### config.mk
export PLATFORM = sky130hd
export DESIGN_NAME = i2c_target_regs
export DESIGN_NICKNAME = d
export VERILOG_FILES = /design/src/rtl/i2c_target_regs.sv
export SDC_FILE = /design/constraint.sdc
export NUM_CORES = 1
export LEC_CHECK = 0
export BUFFER_PORTS_ARGS = -buffer_cell sky130_fd_sc_hd__buf_4
export CORE_ASPECT_RATIO = 1.5
export CORE_MARGIN = 5
export CORE_UTILIZATION = 40
export DETAILED_ROUTE_END_ITERATION = 8
export SKIP_CTS_REPAIR_TIMING = 1
export SLEW_MARGIN = 40
export SYNTH_ARGS = -nofsm -noshare
export SYNTH_HDL_FRONTEND = slang
export SYNTH_SLANG_ARGS = --single-unit
### constraint.sdc
create_clock -name clk -period 5.4 [get_ports clk]
set_input_delay 0.27 -clock clk [delete_from_list [all_inputs] [get_ports clk]]
set_output_delay 0.27 -clock clk [all_outputs]
set_load 0.05 [all_outputs]
### src/rtl/i2c_target_regs.sv
// i2c_target_regs: I2C target that gives an I2C host byte-wide read/write access to the
// config/status register bank.
//
// Ports:
//   clk, rst_n          system clock, asynchronous active-low reset
//   ena                 0 = all state (FSM, shifters, regs, edge history) holds
//   scl, sda_i          synchronized bus inputs, sampled on clk
//   sda_o, sda_oe       open-drain SDA drive: sda_o is always 0, sda_oe=1 pulls SDA low
//   config_regs         host-writable register bank, byte n = [8n+7:8n]
//   status_regs         read-only status bytes, same layout
//
// Build option: define I2C_GLITCH_FILTER_EN to pass scl/sda through a 3-sample majority
// filter ahead of edge detection (2 clk extra latency, single-clk pulses rejected).
// Pointer byte: bits [$clog2(NUM_CFG)-1:0] select the register, bit 7 selects the bank
// returned by reads (0 = config, 1 = status). Writes always land in config_regs.
module i2c_target_regs #(
  parameter int unsigned NUM_CFG    = 16,
  parameter int unsigned NUM_STATUS = 16,
  parameter int unsigned REG_WIDTH  = 8,
  parameter logic [6:0]  I2C_ADDR   = 7'h70
) (
  input  logic                            clk,
  input  logic                            rst_n,
  input  logic                            ena,
  input  logic                            scl,
  input  logic                            sda_i,
  output logic                            sda_o,
  output logic                            sda_oe,
  output logic [NUM_CFG*REG_WIDTH-1:0]    config_regs,
  input  logic [NUM_STATUS*REG_WIDTH-1:0] status_regs
);

  localparam int unsigned PtrW = (NUM_CFG > 1) ? $clog2(NUM_CFG) : 1;

  typedef enum logic [3:0] {
    StIdle, StAddr, StAddrAck, StPtr, StPtrAck, StWdata, StWdataAck, StRdata, StRdataAck
  } state_e;

  state_e               state_q, state_d;
  logic [3:0]           cnt_q, cnt_d;
  logic [7:0]           shift_q, shift_d;
  logic [PtrW-1:0]      ptr_q, ptr_d;
  logic                 bank_q, bank_d;
  logic                 rw_q, rw_d;
  logic                 sda_oe_q, sda_oe_d;
  logic                 wr_pend_q, wr_pend_d;
  logic [REG_WIDTH-1:0] cfg_q [NUM_CFG];
  logic [REG_WIDTH-1:0] status_arr [NUM_STATUS];

  logic scl_f, sda_f, scl_q, sda_q;
  logic scl_rise, scl_fall, start_det, stop_det;
  logic [7:0] rx_byte, rd_byte;

  //--------------------------------------------------------------------------
  // Optional input filter
  //--------------------------------------------------------------------------
`ifdef I2C_GLITCH_FILTER_EN
  logic [2:0] scl_hist_q, sda_hist_q;

  always_ff @(posedge clk or negedge rst_n) begin
    if (!rst_n) begin
      scl_hist_q <= 3'b111;
      sda_hist_q <= 3'b111;
    end else if (ena) begin
      scl_hist_q <= {scl_hist_q[1:0], scl};
      sda_hist_q <= {sda_hist_q[1:0], sda_i};
    end
  end

  assign scl_f = (scl_hist_q[0] & scl_hist_q[1]) | (scl_hist_q[0] & scl_hist_q[2]) |
                 (scl_hist_q[1] & scl_hist_q[2]);
  assign sda_f = (sda_hist_q[0] & sda_hist_q[1]) | (sda_hist_q[0] & sda_hist_q[2]) |
                 (sda_hist_q[1] & sda_hist_q[2]);
`else
  assign scl_f = scl;
  assign sda_f = sda_i;
`endif

  //--------------------------------------------------------------------------
  // Bus event detection (1-clk history)
  //--------------------------------------------------------------------------
  always_ff @(posedge clk or negedge rst_n) begin
    if (!rst_n) begin
      scl_q <= 1'b1;
      sda_q <= 1'b1;
    end else if (ena) begin
      scl_q <= scl_f;
      sda_q <= sda_f;
    end
  end

  assign scl_rise  = scl_f & ~scl_q;
  assign scl_fall  = ~scl_f & scl_q;
  assign start_det = scl_f & scl_q & sda_q & ~sda_f;
  assign stop_det  = scl_f & scl_q & ~sda_q & sda_f;

  // Byte including the bit being sampled on this scl rise.
  assign rx_byte = {shift_q[6:0], sda_f};

  for (genvar i = 0; i < NUM_STATUS; i++) begin : g_status
    assign status_arr[i] = status_regs[i*REG_WIDTH +: REG_WIDTH];
  end

  assign rd_byte = bank_q ? status_arr[ptr_q] : cfg_q[ptr_q];

  //--------------------------------------------------------------------------
  // Protocol FSM
  //--------------------------------------------------------------------------
  // In the *Ack states the target enters on the 8th scl rise; the first scl fall starts
  // driving the ACK (sda_oe_q still 0), the second one ends it (sda_oe_q already 1).
  always_comb begin
    state_d   = state_q;
    cnt_d     = cnt_q;
    shift_d   = shift_q;
    ptr_d     = ptr_q;
    bank_d    = bank_q;
    rw_d      = rw_q;
    sda_oe_d  = sda_oe_q;
    wr_pend_d = wr_pend_q;

    if (ena) begin
      wr_pend_d = 1'b0;
      // Write lands one clk after the 8th data rise; pointer advances with it.
      if (wr_pend_q) ptr_d = ptr_q + PtrW'(1);

      if (stop_det) begin
        state_d  = StIdle;
        sda_oe_d = 1'b0;
        cnt_d    = '0;
      end else if (start_det) begin
        state_d  = StAddr;
        sda_oe_d = 1'b0;
        cnt_d    = '0;
      end else begin
        unique case (state_q)
          StIdle: begin
          end

          StAddr: begin
            if (scl_rise) begin
              shift_d = rx_byte;
              cnt_d   = cnt_q + 4'd1;
              if (cnt_q == 4'd7) begin
                if (rx_byte[7:1] == I2C_ADDR) begin
                  state_d = StAddrAck;
                  rw_d    = rx_byte[0];
                end else begin
                  state_d = StIdle;
                end
              end
            end
          end

          StAddrAck: begin
            if (scl_fall) begin
              if (!sda_oe_q) begin
                sda_oe_d = 1'b1;
              end else begin
                cnt_d = '0;
                if (rw_q) begin
                  state_d  = StRdata;
                  shift_d  = rd_byte;
                  sda_oe_d = ~rd_byte[7];
                end else begin
                  state_d  = StPtr;
                  sda_oe_d = 1'b0;
                end
              end
            end
          end

          StPtr: begin
            if (scl_rise) begin
              shift_d = rx_byte;
              cnt_d   = cnt_q + 4'd1;
              if (cnt_q == 4'd7) begin
                state_d = StPtrAck;
                ptr_d   = rx_byte[PtrW-1:0];
                bank_d  = rx_byte[7];
              end
            end
          end

          StPtrAck, StWdataAck: begin
            if (scl_fall) begin
              if (!sda_oe_q) begin
                sda_oe_d = 1'b1;
              end else begin
                sda_oe_d = 1'b0;
                state_d  = StWdata;
                cnt_d    = '0;
              end
            end
          end

          StWdata: begin
            if (scl_rise) begin
              shift_d = rx_byte;
              cnt_d   = cnt_q + 4'd1;
              if (cnt_q == 4'd7) begin
                state_d   = StWdataAck;
                wr_pend_d = 1'b1;
              end
            end
          end

          StRdata: begin
            if (scl_rise) begin
              cnt_d = cnt_q + 4'd1;
            end else if (scl_fall) begin
              if (cnt_q == 4'd8) begin
                sda_oe_d = 1'b0;
                state_d  = StRdataAck;
                cnt_d    = '0;
              end else begin
                shift_d  = {shift_q[6:0], 1'b0};
                sda_oe_d = ~shift_q[6];
              end
            end
          end

          StRdataAck: begin
            if (scl_rise) begin
              if (sda_f) state_d = StIdle;             // host NACK ends the read
              else       ptr_d   = ptr_q + PtrW'(1);
            end else if (scl_fall) begin
              // Only reachable after an ACK rise, so ptr_q already points at the next byte.
              state_d  = StRdata;
              shift_d  = rd_byte;
              sda_oe_d = ~rd_byte[7];
              cnt_d    = '0;
            end
          end

          default: state_d = StIdle;
        endcase
      end
    end
  end

  always_ff @(posedge clk or negedge rst_n) begin
    if (!rst_n) begin
      state_q   <= StIdle;
      cnt_q     <= '0;
      shift_q   <= '0;
      ptr_q     <= '0;
      bank_q    <= 1'b0;
      rw_q      <= 1'b0;
      sda_oe_q  <= 1'b0;
      wr_pend_q <= 1'b0;
    end else begin
      state_q   <= state_d;
      cnt_q     <= cnt_d;
      shift_q   <= shift_d;
      ptr_q     <= ptr_d;
      bank_q    <= bank_d;
      rw_q      <= rw_d;
      sda_oe_q  <= sda_oe_d;
      wr_pend_q <= wr_pend_d;
    end
  end

  always_ff @(posedge clk or negedge rst_n) begin
    if (!rst_n) begin
      for (int i = 0; i < NUM_CFG; i++) cfg_q[i] <= '0;
    end else if (ena && wr_pend_q) begin
      cfg_q[ptr_q] <= shift_q;
    end
  end

  for (genvar i = 0; i < NUM_CFG; i++) begin : g_cfg
    assign config_regs[i*REG_WIDTH +: REG_WIDTH] = cfg_q[i];
  end

  assign sda_o  = 1'b0;
  assign sda_oe = sda_oe_q;

endmodule

==> metrics <==
RSZ-0062 raised after global routing=false; CTS max path bufs=2; Fin Hold WS=0.0956 ns; Post-DRT Antenna Nets=0; routed vias/inst=5.78; CP endpoint kind=flop; worst stage delay on the critical path=0.60 ns; vias in the first global route=7,679; area leader, netlist=dfrtp_1; Die ar.=25,700 µm²; clock sink count=154; Achievable Freq=333 MHz; max-slew violation count=0; DRT Pass-1 Iters=5; Max Cap Viol=0; Period minus WS final=3.00 ns; DP HPWL=23,600 µm; antenna violations before repair=0; Synth Net Count=896; crit path cell chain=buf_12, buf_4, mux4_1, mux2_2, a211oi_2, nor3_1, o32a_1; first-pass GRT wire length=48,000 µm; final setup vio count=0; Final Hold Fails=0; largest cells by area after synthesis=dfrtp_1 42%, mux2_2 18%, mux4_2 9.5%, mux2i_1 4.4%, nand2_1 1.7%; Final Cycle Share=55.6%; # DRC=0; CP max FO=36; final std cells w/o fill=1,273; Initial Utilization=40.4%; drt total wl=31,900 µm; critical path startpoint category=flop; Yosys top cell area share=42.2%; setup_tns=0 ns; Core Region=22,300 µm²; post-synthesis instance total=754; Area Growth Syn to Fin=30.6%; Avg Synthesized Cell Area=11.9 µm²; placed insts=1,239; clk_lat worst skew=0.43 ns; Top delay family on crit path=multiplexers; count leader, synth=dfrtp_1; WP data required=5.71 ns; final core occ=52.7%; # IOs=263; CTS tree=yes; antenna diode count=0; measured slew at the worst slew-check pin=0.847 ns; number of synthesized flops with an enable pin=0; CP max-delay cell=dfrtp_4; DR vias=7,356; Synth async-reset ratio=100%; Leakage=0.00570 µW; Power Total=3220 µW; register area share after synthesis=42.8%; Post-Synthesis Cell Area=9000 µm²; grt ovf=0; status=finished, final reports clean; ys flop type=dfrtp_1; Hold Crit Class=in2reg; input/output buffers=261; Worst slew margin=43.3%; total CTS buffers=17; power density cells=274 nW/µm²; routed len/inst=25.1 µm; Placement Rows=67; clk slew on worst S/H paths=0.06 ns; die height=194 µm; share of cells above drive strength 1=51.0%; Worst Path Class, Setup=reg2reg; clk root buf=clkbuf_16; arrival time of the worst setup path=3.32 ns; nets=1,126; largest net degree at the start of global routing=78; synth warn=0; crit path buf inv count=2; top cells by count, synth=152 x dfrtp_1, 141 x mux2_2, 41 x nand2_1, 40 x mux2i_1, 38 x mux4_2; VDD IR max=249 µV; Final Wtd Congestion=0.890; Die Width=133 µm; synth unique cells=67; 1st-iter DRT viols=500; gr usage total=24.6%; htree depth=4; Synth Register Bits=154; clk_skew=0.00892 ns
-- cell type report --
cell class,count,area (µm²)
fillers,2089,10500
multi-input cells,524,4830
flip-flops and latches,154,3860
repair buffers,270,2050
clock buffers,24,492
well taps,276,345
clock inverters,8,118
inverters,17,63.8
-- worst register-to-register path, cell delays in order (launching register included) --
cell      delay (ns)
dfrtp_4         0.60
buf_12          0.28
buf_4           0.48
mux4_1          0.60
mux2_2          0.28
a211oi_2        0.22
nor3_1          0.08
o32a_1          0.35
-- logic make-up after synthesis --
family                     count (synthesis)  share of synthesized area [%]
muxes                                    225                           33.2
and+or+nand+nor                          175                           9.98
DFF                                      154                           42.8
AOI/OAI and AO/OA                        110                           8.30
buffers and inverters                     76                           4.04
adders and majority gates                  9                           1.25
xor gates and xnor gates                   4                          0.389
other                                      1                         0.0416
-- registers in the layout, indices dropped and copies added (netlist names) --
| name | cells |
|---|---|
| ptr_q | 4 |
| sda_q | 1 |
| config_regs | 128 |
| bank_q | 1 |
| cnt_q | 4 |
| rw_q | 1 |
| scl_q | 1 |
| wr_pend_q | 1 |
| sda_oe | 1 |
| state_q | 4 |
| shift_q | 8 |
-- routing by layer --
layer	vias to the layer above	share of wire (%)	GRT usage, %
met5	-	0	0
li1	3268	-	-
met4	0	2.5	7.82
met2	270	55	45.7
met3	41	5.2	4.57
met1	3777	37	28.3
-- stage by stage --
step                instance area [µm²]  worst slack, ns
floorplan                          9000             3.10
global placement                  11100             2.22
detailed placement                11100             2.21
CTS                               11700             2.19
global route                      11800             2.22
finish                            11800             2.40
-- power breakdown --
group | switching [µW] | total [µW] | internal (µW)
clock | 477 | 1250 | 774
combinational | 272 | 517 | 246
sequential | 251 | 1450 | 1200
-- placed cells by master (no fill, tap or decap), drive strengths merged, types with 14 or more instances in the layout --
cell	count
mux4	43
nor2	35
mux2i	40
dfrtp	152
clkbuf	24
nand2	42
nor2b	17
inv	17
nand2b	14
o21ai	26
buf	269
nand3	28
mux2	142
-- path summary, 6_finish.rpt --
check | start | endpoint | slack [ns] | depth (start not counted)
min reg2reg | scl_q | scl_q | 0.52 | 2
max | ptr_q[1] | shift_q[0] | 2.40 | 7
min | scl | scl_q | 0.1 | 3
min in group asynchronous | rst_n | config_regs[106] | 0.45 | 2
max in group asynchronous | rst_n | config_regs[36] | 3.85 | 3
max reg2reg | ptr_q[1] | shift_q[0] | 2.40 | 7
(Power assumes the default switching activity.)
